### src/rtl/mem_pkg.sv
// ---------------------------------------------------------------------------
// mem_pkg
// Shared definitions for the memory access stage: controller state encoding,
// completion status codes and the default RAM read latency.
// ---------------------------------------------------------------------------
package mem_pkg;

    // Controller states of mem_access_unit.
    typedef enum logic [2:0] {
        IDLE   = 3'd0,
        ACCESS = 3'd1,
        WAIT   = 3'd2,
        DONE   = 3'd3,
        ERR    = 3'd4
    } state_t;

    // Completion status reported on err while done is high.
    localparam logic [1:0] ERR_OK       = 2'b00;
    localparam logic [1:0] ERR_MISALIGN = 2'b01;
    localparam logic [1:0] ERR_RANGE    = 2'b10;
    localparam logic [1:0] ERR_CONFLICT = 2'b11;

    // Read latency of the attached RAM when nothing else is configured.
    localparam int DEFAULT_WAIT_CYCLES = 1;

endpackage

### src/rtl/mem_wait_counter.sv
// ---------------------------------------------------------------------------
// mem_wait_counter
// Loadable 4-bit down-counter that times the RAM read latency. It stops at 0
// rather than wrapping, so a stray enable after expiry is harmless.
//
// Ports:
//   clk         system clock
//   reset       asynchronous active-high reset, clears the count
//   load        load load_value (takes priority over enable)
//   enable      decrement by one when the count is non-zero
//   load_value  value to load
//   count       current count
//   zero        high when count is 0
// ---------------------------------------------------------------------------
module mem_wait_counter (
    input  logic       clk,
    input  logic       reset,
    input  logic       load,
    input  logic       enable,
    input  logic [3:0] load_value,
    output logic [3:0] count,
    output logic       zero
);

    always_ff @(posedge clk or posedge reset) begin
        if (reset) begin
            count <= 4'd0;
        end else if (load) begin
            count <= load_value;
        end else if (enable && (count != 4'd0)) begin
            count <= count - 4'd1;
        end
    end

    assign zero = (count == 4'd0);

endmodule

### src/rtl/mem_access_unit.sv
// ---------------------------------------------------------------------------
// mem_access_unit
// Memory-side stage behind the multicycle datapath. Takes one read or write
// request at a time, validates it, drives a synchronous word-addressed RAM
// with a fixed read latency, captures read data into the memory data
// register and reports completion with a one-cycle done pulse plus status.
//
// Ports:
//   clk, reset            clock, asynchronous active-high reset
//   mem_read, mem_write   request strobes, sampled only while idle
//   addr, wdata           byte address and write data of the request
//   rdata                 last successfully read word
//   done, err             completion pulse and its status code
//   busy                  high whenever a transaction is in progress
//   ram_addr, ram_wdata   RAM word address / write data (hold between uses)
//   ram_we, ram_re        RAM write / read strobes, one cycle per access
//   ram_rdata             RAM read data
// ---------------------------------------------------------------------------
module mem_access_unit
    import mem_pkg::*;
#(
    parameter int ADDR_W      = 32,
    parameter int DATA_W      = 32,
    parameter int MEM_ADDR_W  = 8,
    parameter int WAIT_CYCLES = DEFAULT_WAIT_CYCLES  // legal range 1..15
) (
    input  logic                  clk,
    input  logic                  reset,
    input  logic                  mem_read,
    input  logic                  mem_write,
    input  logic [ADDR_W-1:0]     addr,
    input  logic [DATA_W-1:0]     wdata,
    output logic [DATA_W-1:0]     rdata,
    output logic                  done,
    output logic [1:0]            err,
    output logic                  busy,
    output logic [MEM_ADDR_W-1:0] ram_addr,
    output logic [DATA_W-1:0]     ram_wdata,
    output logic                  ram_we,
    output logic                  ram_re,
    input  logic [DATA_W-1:0]     ram_rdata
);

    localparam logic [3:0] WAIT_LOAD = 4'(WAIT_CYCLES - 1);

    state_t     state;
    state_t     next_state;
    logic       is_write;
    logic [1:0] err_code;
    logic       req;
    logic       req_bad;
    logic [1:0] req_err;
    logic       cnt_zero;
    logic [3:0] cnt_value;

    assign req = mem_read || mem_write;

    // Request validation, in priority order. Addresses past the RAM depth are
    // rejected, never truncated into range.
    // NOTE: every output of a combinational block gets a default first so no
    // path leaves it unassigned; an unassigned path infers a latch.
    always_comb begin
        req_bad = 1'b0;
        req_err = ERR_OK;
        if (mem_read && mem_write) begin
            req_bad = 1'b1;
            req_err = ERR_CONFLICT;
        end else if (addr[1:0] != 2'b00) begin
            req_bad = 1'b1;
            req_err = ERR_MISALIGN;
        end else if (addr[ADDR_W-1:MEM_ADDR_W+2] != '0) begin
            req_bad = 1'b1;
            req_err = ERR_RANGE;
        end
    end

    always_comb begin
        next_state = state;
        case (state)
            IDLE:    if (req) next_state = req_bad ? ERR : ACCESS;
            ACCESS:  next_state = is_write ? DONE : WAIT;
            WAIT:    if (cnt_zero) next_state = DONE;
            DONE:    next_state = IDLE;
            ERR:     next_state = IDLE;
            default: next_state = IDLE;
        endcase
    end

    // NOTE: sequential state uses non-blocking assignments so every register
    // samples pre-edge values, independent of statement order.
    always_ff @(posedge clk or posedge reset) begin
        if (reset) begin
            state <= IDLE;
        end else begin
            state <= next_state;
        end
    end

    // Request latch and memory data register. Requests arriving while busy are
    // simply never sampled.
    // NOTE: rdata is a single architectural register, not RAM storage, so it
    // takes the reset like every other flop here.
    always_ff @(posedge clk or posedge reset) begin
        if (reset) begin
            ram_addr  <= '0;
            ram_wdata <= '0;
            is_write  <= 1'b0;
            err_code  <= ERR_OK;
            rdata     <= '0;
        end else begin
            if (state == IDLE && req) begin
                if (req_bad) begin
                    err_code <= req_err;
                end else begin
                    ram_addr  <= addr[MEM_ADDR_W+1:2];
                    ram_wdata <= wdata;
                    is_write  <= mem_write;
                end
            end
            if (state == WAIT && cnt_zero) begin
                rdata <= ram_rdata;
            end
        end
    end

    // Loaded with WAIT_CYCLES-1 as ACCESS ends, so WAIT spans WAIT_CYCLES
    // cycles and the capture lands on the edge where it reads zero.
    mem_wait_counter u_wait_counter (
        .clk        (clk),
        .reset      (reset),
        .load       (state == ACCESS && !is_write),
        .enable     (state == WAIT),
        .load_value (WAIT_LOAD),
        .count      (cnt_value),
        .zero       (cnt_zero)
    );

    // Strobes decode straight from state, so reset drops them asynchronously
    // and each can only be high for the single ACCESS cycle.
    assign ram_we = (state == ACCESS) && is_write;
    assign ram_re = (state == ACCESS) && !is_write;
    assign busy   = (state != IDLE);
    assign done   = (state == DONE) || (state == ERR);
    assign err    = (state == ERR) ? err_code : ERR_OK;

endmodule

### config.mk
export PLATFORM = sky130hd
export DESIGN_NAME = mem_access_unit
export DESIGN_NICKNAME = d
export VERILOG_FILES = /design/src/rtl/mem_pkg.sv /design/src/rtl/mem_wait_counter.sv /design/src/rtl/mem_access_unit.sv
export SDC_FILE = /design/constraint.sdc
export NUM_CORES = 1
export LEC_CHECK = 0
export ABC_AREA = 0
export CAP_MARGIN = 20
export CORE_MARGIN = 3
export CORE_UTILIZATION = 42
export DETAILED_ROUTE_END_ITERATION = 16
export PLACE_DENSITY = 0.82
export SKIP_CTS_REPAIR_TIMING = 1
export SKIP_LAST_GASP = 1
export SLEW_MARGIN = 15
export SYNTH_ARGS = -nofsm -noshare
export SYNTH_HDL_FRONTEND = slang
export SYNTH_SLANG_ARGS = --single-unit
### constraint.sdc
create_clock -name clk -period 6.3 [get_ports clk]
set_input_delay 0.63 -clock clk [delete_from_list [all_inputs] [get_ports clk]]
set_output_delay 0.63 -clock clk [all_outputs]
set_load 0.1 [all_outputs]
[Word-level counts from Yosys, hierarchy flattened]
Index checks and enable logic that the tools add are counted.
Cells by class
  add/sub/neg operators: 1
  equality and inequality tests: 6
  mux-type cells: 14
  bitwise logic cells: 1
  reduce and logical (&&, ||, !) cells: 19
Operators with widths (count)
  nonzero test 22 bit: 1
  2-to-1 mux 3 bit: 3
  one-hot mux 3 bit (3 select lines): 1
  2-to-1 mux 2 bit: 4
  2-to-1 mux 4 bit: 2
  equality test 3 x 2 -> 1 bit, second input constant: 2
  logical AND 1 bit: 6
  AND reduction 2 bit: 3
  zero test 4 bit: 1
  2-to-1 mux 1 bit: 4
  != test 2 bit, second input constant: 2
  nonzero test 2 bit: 2
  nonzero test 4 bit: 1
  subtractor 4 x 1 -> 4 bit, second input constant: 1
  equality test 3 x 1 -> 1 bit, second input constant: 1
  equality test 3 bit, second input constant: 1
  zero test 3 bit: 1
  nonzero test 3 bit: 1
  logical OR 1 bit: 2
  zero test 1 bit: 1
  NOT 1 bit: 1
Storage, ports and cells
  bits in registers: 82
  input port bits: 100
  logic and storage cells: 48

[Longest topological paths before layout]
Gate-level depths: netlist (run 1).
  word-level depth: 7
  depth in mapped cells: 7

[Cells and area by module]
Synthesis (run 1) repeated with hierarchy kept, for this count alone.
Unflattened totals
  cell total of the unflattened synthesis: 232
  area, all modules: 3379.5 µm²
Modules (own cells, without submodules)
  mem_access_unit: times used 1, cells each 204, area each 3118.0 µm², sequential area each 1951.9 µm²
  mem_wait_counter: times used 1, cells each 28, area each 261.5 µm², sequential area each 100.1 µm²

[Worst setup path before layout (run 1)]
Ideal clock, no wire load.
  path type: flip-flop to output port
  start point: register state[1]
  end point: output port ram_re
  arrival: 2912 ps
  data required time: 5670 ps
  path slack: 2758 ps
  cell stages (with the launch flop): 4
  cells stage by stage: dfrtp_1 > buf_2 > nand2b_1 > nor3_1
On the way
  longest elaborated chain between the ends: 2
RTL lines
  start: declaration: line mem_access_unit.sv:46  | state_t state;
  start signal: assignment: line mem_access_unit.sv:95  | state <= next_state;
  equality test 3 x 1 -> 1 bit: line mem_access_unit.sv:141  | assign ram_re = (state == ACCESS) && !is_write;
  logical AND 1 bit: line mem_access_unit.sv:141
  end: declaration: line mem_access_unit.sv:40  | output logic ram_re,
Every way passes these cells.

[Worst setup path in the final report (run 1)]
Same ends and word-level chain as after synthesis.

==> flow_summary_export.csv, run 1 <==
group,metric,value,unit
sta,tightest_slew,1010,ps
finish,final_nets,512,
yosys,synthXorXnorAreaFrac,0.00786,
grt,grt_pass1_vias,2675,
sta,rsz0062_at_grt,"no",
yosys,synthCells,229,
critical_path,r2r_setup_slack,3990,ps
sta,relSlewSlack,0.324,
hold_path,hp-class,"flip-flop to flip-flop",
pwr,combPwrFrac,0.201,
clock_tree,cts_buffer_depth,2,
grt,groute.usage.overall,0.193,
finish,drive_above_1_share,0.228,
floorplan,die_y,95.2,µm
yosys,synthTopCellsByCount,"82 x dfrtp_1, 71 x mux2_2, 10 x nor2_1",
hold_path,worstHoldEndpoint,"ram_addr[2]$_DFFE_PP0P_",
yosys,synth-seq-cells,82,
yosys,yosysMostFrequentCell,"dfrtp_1",
critical_path,critPathMaxStageDelay,1240,ps
hold_path,hold_depth,1,
route,routed_wl,8510,µm
sta,hold_viol,0,
yosys,synth.area.top_cells,"dfrtp_1 61%, mux2_2 24%, buf_6 1.3%, nor2_1 1.1%, nor4_1 0.94%",
floorplan,pin_count,178,
floorplan,start_util,0.447,
sta,max_clock_freq,0.294,GHz
critical_path,critPathArrivalTime,2770,ps
critical_path,slowest_stage,"clkdlybuf4s50_1",
critical_path,critPathMaxFanout,10,
critical_path,critPathBufInv,1,
critical_path,end_kind,"primary output",
pwr,seqPwrFrac,0.471,
critical_path,start_kind,"flip-flop",
pwr,peakVddDrop,142,µV
floorplan,die_x,95.2,µm
finish,num_antenna_cells,0,
yosys,synth_top_area_frac,0.614,
pwr,p_int,0.825,mW
floorplan,rows,31,
yosys,synth_flop_cell,"dfrtp_1",
pwr,p_sw_frac,0.291,
job,maxCapViolations,0,
clock_tree,tritoncts,"yes",
finish,post-route-util,0.721,
clock_tree,cts_buffers,9,
sta,fin_skew,10.1,ps
hold_path,hold_path.startpoint,"ram_addr[2]$_DFFE_PP0P_",
critical_path,crit_family,"buffers and inverters",
sta,slew_viol_final,0,
critical_path,crit_chain,"nand2b_1 > nor3_1 > clkdlybuf4s50_1",
yosys,netlist_area,3340,µm²
pwr,p_per_area,216,nW/µm²
route,vias,2512,
grt,gr-total-overflow,0,
pwr,clkPwrFrac,0.328,
clock_tree,clock-sinks,82,
yosys,avgSynthCellArea,14.6,µm²
yosys,synth_simple_gate_area_frac,0.0640,
clock_tree,clockRootBuffer,"clkbuf_8",
route,drtIter0Drc,63,
yosys,syn-num-nets,330,
route,dr.pass1.iters,4,
yosys,async_reset_ff_frac,1.00,
yosys,ys_types,37,
placement,gp_congestion,0.758,
route,routedWlPerCell,16.5,µm
clock_tree,insertion_delay,340,ps
route,ant_nets,0,
yosys,synth.area.mux_share,0.246,
floorplan,dieArea,9070,µm²
critical_path,r2r_end,"ram_wdata[3]$_DFFE_PP0P_",
yosys,synth_edf_count,0,
critical_path,ff2ff_path_depth,5,
clock_tree,h-tree-depth,3,
yosys,synth_fa_ha_area_frac,0.00673,
pwr,leakagePower,2.34,nW
grt,grt_max_degree,83,
clock_tree,clk_pin_slew_worst_paths,80,ps
sta,hold_slack,495,ps
yosys,synth-compound-area-share,0.0337,
pwr,p_sw,0.339,mW
critical_path,crit_path_start,"state[1]$_DFFE_PP0P_",
sta,report.final.setup_viol,0,
sta,tns,0,ps
sta,period_needed,3400,ps
critical_path,path_class,"flip-flop to primary output",
grt,grt_pass1_wl,13300,µm
route,drc_errors,0,
route,post_drt_via_cell_ratio,4.88,
placement,dp_hpwl,6530,µm
critical_path,critPathRequiredTime,5670,ps
placement,io_buffers,177,
grt,grt_antenna_before_repair,0,
yosys,yosysWarnings,0,
yosys,ys_seq_area_frac,0.614,
sta,post-route-period-util,0.540,
status,status,"complete, no violations",
finish,syn2layout_area_growth,61.4,%
critical_path,r2r_start,"state[1]$_DFFE_PP0P_",
yosys,synth_top_area_cell,"dfrtp_1",
yosys,synth_top_family_by_area,"multiplexers",
floorplan,core_area,7490,µm²
[cell families after synthesis]
kind of cell	count (synthesis)
flops	82
mux	73
simple gates	37
compound gates	16
buf+inv	16
xor+xnor	3
fa+ha+maj	2
[per-stage QoR]
step | power [mW] | cells | cell area, µm² | worst slack (ps)
4_1_cts | 1.18 | 515 | 5400 | 2860
3_5_place_dp | 0.794 | 499 | 5190 | 3260
3_3_place_gp | 0.791 | 499 | 5190 | 3290
6_report | 1.16 | 515 | 5400 | 2900
5_1_grt | 1.22 | 515 | 5400 | 2730
2_1_floorplan | 0.692 | 229 | 3340 | 2760
[cell type report]
cell class | instances | area [µm²]
tap | 99 | 124
multi-input combinational | 131 | 1200
inverter | 7 | 27.5
timing repair buffer | 180 | 1790
clock buffer | 11 | 141
sequential | 82 | 2050
fill | 532 | 2090
clock inverter | 5 | 61.3
[sequential cells by signal (all words and copies together) (netlist names)]
signal / flops
state: 3
is_write: 1
rdata: 32
u_wait_counter.count: 4
ram_addr: 8
err_code: 2
ram_wdata: 32
[power groups by stage]
stage | sequential, mW | combinational, mW | clock [mW]
after floorplan | 0.634 | 0.0588 | 0
after global placement | 0.558 | 0.233 | 0
after detailed placement | 0.559 | 0.236 | 0
after CTS | 0.548 | 0.236 | 0.396
after global routing | 0.550 | 0.245 | 0.423
final | 0.548 | 0.234 | 0.382
[cells in the final DEF (no fill, tap or decap), types with 3 or more instances in the layout]
cell type | synthesis | routed
buf_4 | 0 | 3
nor3_1 | 3 | 3
clkinvlp_4 | 0 | 3
nor4_1 | 5 | 5
clkdlybuf4s50_1 | 0 | 177
o21ai_0 | 3 | 3
nand2_1 | 3 | 3
nor2_1 | 10 | 10
clkbuf_8 | 0 | 10
dfrtp_1 | 82 | 82
a21oi_1 | 3 | 3
nand3_1 | 4 | 4
inv_1 | 7 | 6
nand4_1 | 3 | 3
mux2_2 | 71 | 71
[layer usage]
layer,track usage,share of wire
met2,0.339,0.52
met5,0,0
met4,0.0649,0.013
met1,0.223,0.37
met3,0.0616,0.093
[how the worst max path moves through the flow]
stage                        end  slack (ps)  cells past startpoint
after floorplan           ram_re        2760                      3
after global placement    ram_re        3290                      3
after detailed placement  ram_re        3260                      3
after CTS                 ram_re        2860                      3
after global routing      ram_re        2730                      3
final                     ram_re        2900                      3
Note: power is estimated with default switching activity, not from simulation.
==> run 2: changes to the inputs <==
--- a/config.mk
+++ b/config.mk
@@ -8,9 +8,9 @@
 export ABC_AREA = 0
 export CAP_MARGIN = 20
 export CORE_MARGIN = 3
-export CORE_UTILIZATION = 42
+export CORE_UTILIZATION = 39
 export DETAILED_ROUTE_END_ITERATION = 16
-export PLACE_DENSITY = 0.82
+export PLACE_DENSITY = 0.77
 export SKIP_CTS_REPAIR_TIMING = 1
 export SKIP_LAST_GASP = 1
 export SLEW_MARGIN = 15
==> constraint.sdc (replaced) <==
create_clock -name clk -period 3.34 [get_ports clk]
set_input_delay 0.334 -clock clk [delete_from_list [all_inputs] [get_ports clk]]
set_output_delay 0.334 -clock clk [all_outputs]
set_load 0.1 [all_outputs]
==> flow_summary_export.csv, run 2 (synthesized netlist as in run 1, its figures left out) <==
group,metric,value,unit
finish,reg_top3,"ram_wdata (32), rdata (32), ram_addr (8)",
route,dr.pass1.iters,4,
finish,final_cell_mix,"172 x clkdlybuf4s50_1, 82 x dfrtp_1, 71 x mux2_2",
placement,placed_cells,505,
placement,pre_cts_ws,657,ps
finish,filler_cell_count,664,
floorplan,dieArea,9720,µm²
sta,post-route-period-util,0.818,
sta,final.setup.worst_slack,607,ps
clock_tree,cts_buffers,9,
pwr,p_per_area,399,nW/µm²
status,status,"complete, no violations",
finish,post-route-util,0.652,
clock_tree,clockRootBuffer,"clkbuf_8",
finish,drive_above_1_share,0.243,
route,drc_errors,0,
pwr,peakVddDrop,302,µV
sta,tns,0,ps
critical_path,path_class,"flip-flop to primary output",
sta,tightest_slew,1000,ps
floorplan,die_y,98.6,µm
pwr,leakagePower,2.36,nW
floorplan,start_util,0.405,
critical_path,end_kind,"primary output",
route,drtIter0Drc,62,
route,post_drt_via_cell_ratio,4.81,
sta,fin_skew,9.44,ps
finish,final_nets,512,
clock_tree,h-tree-depth,3,
sta,max_clock_freq,0.366,GHz
grt,grt_antenna_before_repair,0,
floorplan,die_x,98.6,µm
sta,slew_viol_final,0,
finish,num_antenna_cells,0,
critical_path,critPathRequiredTime,3010,ps
finish,syn2layout_area_growth,61.1,%
floorplan,pin_count,178,
route,ant_nets,0,
placement,io_buffers,177,
sta,rsz0062_at_grt,"no",
job,maxCapViolations,0,
sta,period_needed,2730,ps
clock_tree,insertion_delay,340,ps
pwr,power,2.15,mW
sta,relSlewSlack,0.331,
critical_path,critPathMaxStageDelay,990,ps
critical_path,critPathMaxFanout,10,
clock_tree,tritoncts,"yes",
route,vias,2507,
route,routedWlPerCell,16.0,µm
placement,dp_hpwl,6460,µm
critical_path,start_kind,"flip-flop",
finish,fin_cells,521,
critical_path,critPathArrivalTime,2400,ps
sta,report.final.setup_viol,0,
clock_tree,cts_buffer_depth,2,
floorplan,rows,33,
grt,gr-total-overflow,0,
grt,groute.usage.overall,0.173,
critical_path,slowest_stage,"clkdlybuf4s50_1",
hold_path,hp-class,"primary input to asynchronous set/reset pin",
clock_tree,clock-sinks,82,
sta,hold_viol,0,
route,routed_wl,8350,µm
finish,final_common_cell,"clkdlybuf4s50_1",
critical_path,crit_chain,"nor3_2 > inv_1 > clkdlybuf4s50_1",
grt,grt_pass1_vias,2608,
clock_tree,clk_pin_slew_worst_paths,90,ps
grt,grt_max_degree,48,
placement,gp_congestion,0.766,
grt,grt_pass1_wl,13400,µm
floorplan,core_area,8260,µm²
## run 2: cell count changes in the layout (fill, tap and decap cells not counted), moves of 2 or more
cell and delta:
clkdlybuf4s50_1 -5, buf_4 +4, inv_6 +2, clkinvlp_4 -2
## run 2: critical path: cells and delay by family, from the launching register on
family	cells	cell delay, ps
and+or+nand+nor	1	490
buffers and inverters	2	1090
DFF	1	490
## run 2: final timing paths
check / end / cells after the start / startpoint / slack, ps
worst max-delay path: busy / 3 / state[1]$_DFFE_PP0P_ / 610
worst min-delay path: rdata[16]$_DFFE_PP0P_ / 2 / reset / 400
worst max register to register: ram_wdata[31]$_DFFE_PP0P_ / 5 / state[1]$_DFFE_PP0P_ / 1010
worst min register to register: ram_addr[2]$_DFFE_PP0P_ / 1 / ram_addr[2]$_DFFE_PP0P_ / 490
max in group asynchronous: ram_addr[4]$_DFFE_PP0P_ / 3 / reset / 2280
min in group clk: ram_addr[2]$_DFFE_PP0P_ / 1 / ram_addr[2]$_DFFE_PP0P_ / 490
## run 2: cell type report
class | instances | area (µm²) | share of cell area
Clock inverter | 6 | 47.5 | 0.00882
Inverter | 7 | 27.5 | 0.00511
Sequential cell | 82 | 2050 | 0.381
Tap cell | 105 | 131 | 0.0244
Clock buffer | 10 | 138 | 0.0255
Multi-Input combinational cell | 131 | 1200 | 0.222
Timing Repair Buffer | 180 | 1790 | 0.333
## run 2: per-layer routing
| layer | GRT usage | wire, µm | vias up |
|---|---|---|---|
| met3 | 0.0502 | 542 | 10 |
| li1 | - | - | 1181 |
| met5 | 0 | 0 | - |
| met4 | 0.0546 | 123 | 0 |
| met2 | 0.292 | 4240 | 98 |
| met1 | 0.216 | 3440 | 1218 |
## run 2: metrics by stage
| stage | hold WS, ps | area [µm²] |
|---|---|---|
| global placement | 468 | 5200 |
| finish | 401 | 5390 |
| detailed placement | 474 | 5200 |
| global route | 445 | 5390 |
| CTS | 416 | 5390 |
| floorplan | 464 | 3340 |
## run 2: power breakdown
group / leakage [nW] / internal (mW) / switching, mW / total, mW
registers: 1.06 / 1.02 / 0.0158 / 1.03
logic: 1.20 / 0.170 / 0.272 / 0.442
clock network: 0.0937 / 0.299 / 0.374 / 0.673
==> run 3: changes to the inputs <==
--- a/config.mk
+++ b/config.mk
@@ -8,9 +8,9 @@
 export ABC_AREA = 0
 export CAP_MARGIN = 20
 export CORE_MARGIN = 3
-export CORE_UTILIZATION = 39
+export CORE_UTILIZATION = 35
 export DETAILED_ROUTE_END_ITERATION = 16
-export PLACE_DENSITY = 0.77
+export PLACE_DENSITY = 0.73
 export SKIP_CTS_REPAIR_TIMING = 1
 export SKIP_LAST_GASP = 1
 export SLEW_MARGIN = 15
==> constraint.sdc (replaced) <==
create_clock -name clk -period 2.3 [get_ports clk]
set_input_delay 0.23 -clock clk [delete_from_list [all_inputs] [get_ports clk]]
set_output_delay 0.23 -clock clk [all_outputs]
set_load 0.1 [all_outputs]
==> flow_summary_export.csv, run 3 (synthesized netlist as in run 1, its figures left out) <==
group,metric,value,unit
finish,final_cell_mix,"99 x clkdlybuf4s50_1, 84 x buf_4, 82 x dfrtp_1",
sta,tightest_slew,521,ps
critical_path,critPathRequiredTime,2520,ps
grt,gr-total-overflow,0,
finish,drive_above_1_share,0.429,
placement,gp_congestion,0.768,
critical_path,crit_path_start,"addr[11]",
grt,grt_max_degree,83,
sta,hold_viol,0,
floorplan,dieArea,10800,µm²
placement,pre_cts_ws,-46.5,ps
floorplan,die_x,104,µm
sta,final.setup.worst_slack,295,ps
floorplan,core_area,9280,µm²
clock_tree,cts_buffer_depth,2,
critical_path,ff2ff_path_depth,7,
floorplan,die_y,104,µm
critical_path,r2r_start,"u_wait_counter.count[0]$_DFFE_PP0P_",
clock_tree,clock-sinks,82,
clock_tree,insertion_delay,340,ps
job,maxCapViolations,0,
pwr,peakVddDrop,372,µV
sta,rsz0062_at_grt,"no",
floorplan,start_util,0.360,
pwr,power,3.38,mW
clock_tree,clk_pin_slew_worst_paths,90,ps
hold_path,hp-class,"primary input to asynchronous set/reset pin",
sta,report.final.setup_viol,0,
clock_tree,tritoncts,"yes",
clock_tree,clockRootBuffer,"clkbuf_8",
critical_path,path_class,"primary input to flip-flop",
finish,final_nets,518,
critical_path,r2r_setup_slack,300,ps
critical_path,crit_end,"ram_addr[7]$_DFFE_PP0P_",
critical_path,critPathArrivalTime,2230,ps
sta,period_needed,2010,ps
grt,grt_antenna_before_repair,0,
placement,io_buffers,177,
sta,relSlewSlack,0.651,
critical_path,start_kind,"primary input",
sta,slew_viol_final,0,
finish,num_antenna_cells,0,
route,dr.pass1.iters,4,
finish,final_common_cell,"clkdlybuf4s50_1",
finish,final_area,5370,µm²
critical_path,r2r_end,"rdata[0]$_DFFE_PP0P_",
route,vias,2516,
placement,dp_hpwl,6270,µm
clock_tree,cts_buffers,9,
pwr,p_per_area,629,nW/µm²
route,routed_wl,8240,µm
route,post_drt_via_cell_ratio,4.57,
grt,grt_pass1_vias,2720,
finish,syn2layout_area_growth,60.6,%
placement,dpl_cell_area,5130,µm²
critical_path,critPathMaxFanout,11,
finish,filler_cell_count,813,
sta,max_clock_freq,0.499,GHz
grt,grt_pass1_wl,13600,µm
pwr,leakagePower,2.53,nW
grt,groute.usage.overall,0.155,
finish,reg_top3,"ram_wdata (32), rdata (32), ram_addr (8)",
critical_path,end_kind,"flip-flop",
sta,fin_skew,11.4,ps
route,routedWlPerCell,15.0,µm
placement,placed_cells,535,
sta,post-route-period-util,0.872,
floorplan,pin_count,178,
status,status,"complete, no violations",
floorplan,rows,35,
route,drtIter0Drc,61,
finish,fin_cells,551,
route,drc_errors,0,
route,ant_nets,0,
clock_tree,h-tree-depth,3,
run 3: through the flow:
stage | util | setup TNS [ps] | hold slack [ps]
final | 0.579 | 0 | 351
after global placement | 0.553 | -2.80 | 470
after CTS | 0.579 | 0 | 373
after detailed placement | 0.553 | -988 | 484
after global routing | 0.579 | 0 | 394
after floorplan | - | 0 | 365
run 3: worst min-delay path by stage:
stage	from	to	slack (ps)	cells past startpoint
final	reset	rdata[22]$_DFFE_PP0P_	350	3
after floorplan	addr[3]	ram_addr[1]$_DFFE_PP0P_	360	1
after global placement	ram_addr[2]$_DFFE_PP0P_	ram_addr[2]$_DFFE_PP0P_	470	1
after CTS	reset	rdata[14]$_DFFE_PP0P_	370	3
after detailed placement	ram_addr[2]$_DFFE_PP0P_	ram_addr[2]$_DFFE_PP0P_	480	1
after global routing	reset	rdata[31]$_DFFE_PP0P_	390	3
run 3: final cells by class:
class | count | area (µm²) | area share
Timing Repair Buffer | 186 | 1680 | 0.313
Sequential cell | 82 | 2050 | 0.382
Multi-Input combinational cell | 131 | 1210 | 0.225
Inverter | 7 | 30.0 | 0.00559
Clock buffer | 10 | 128 | 0.0238
Clock inverter | 6 | 113 | 0.0210
Tap cell | 129 | 161 | 0.0300
run 3: layer usage:
metal / up-vias / share of wire / track usage
li1: 1188 / - / -
met2: 97 / 0.51 / 0.264
met1: 1223 / 0.40 / 0.185
met5: - / 0 / 0
met4: 0 / 0.011 / 0.0418
met3: 8 / 0.074 / 0.0573
run 3: critical path: stages:
cell and delay, ps:
clkdlybuf4s50_1 400, nor4_1 340, nand4_1 230, nor4_4 400, buf_4 260, mux2_2 360
run 3: report_power, final:
group / leakage (nW) / switching [mW] / internal [mW]
clock: 0.121 / 0.519 / 0.726
sequential: 1.06 / 0.0240 / 1.48
combinational: 1.34 / 0.393 / 0.241
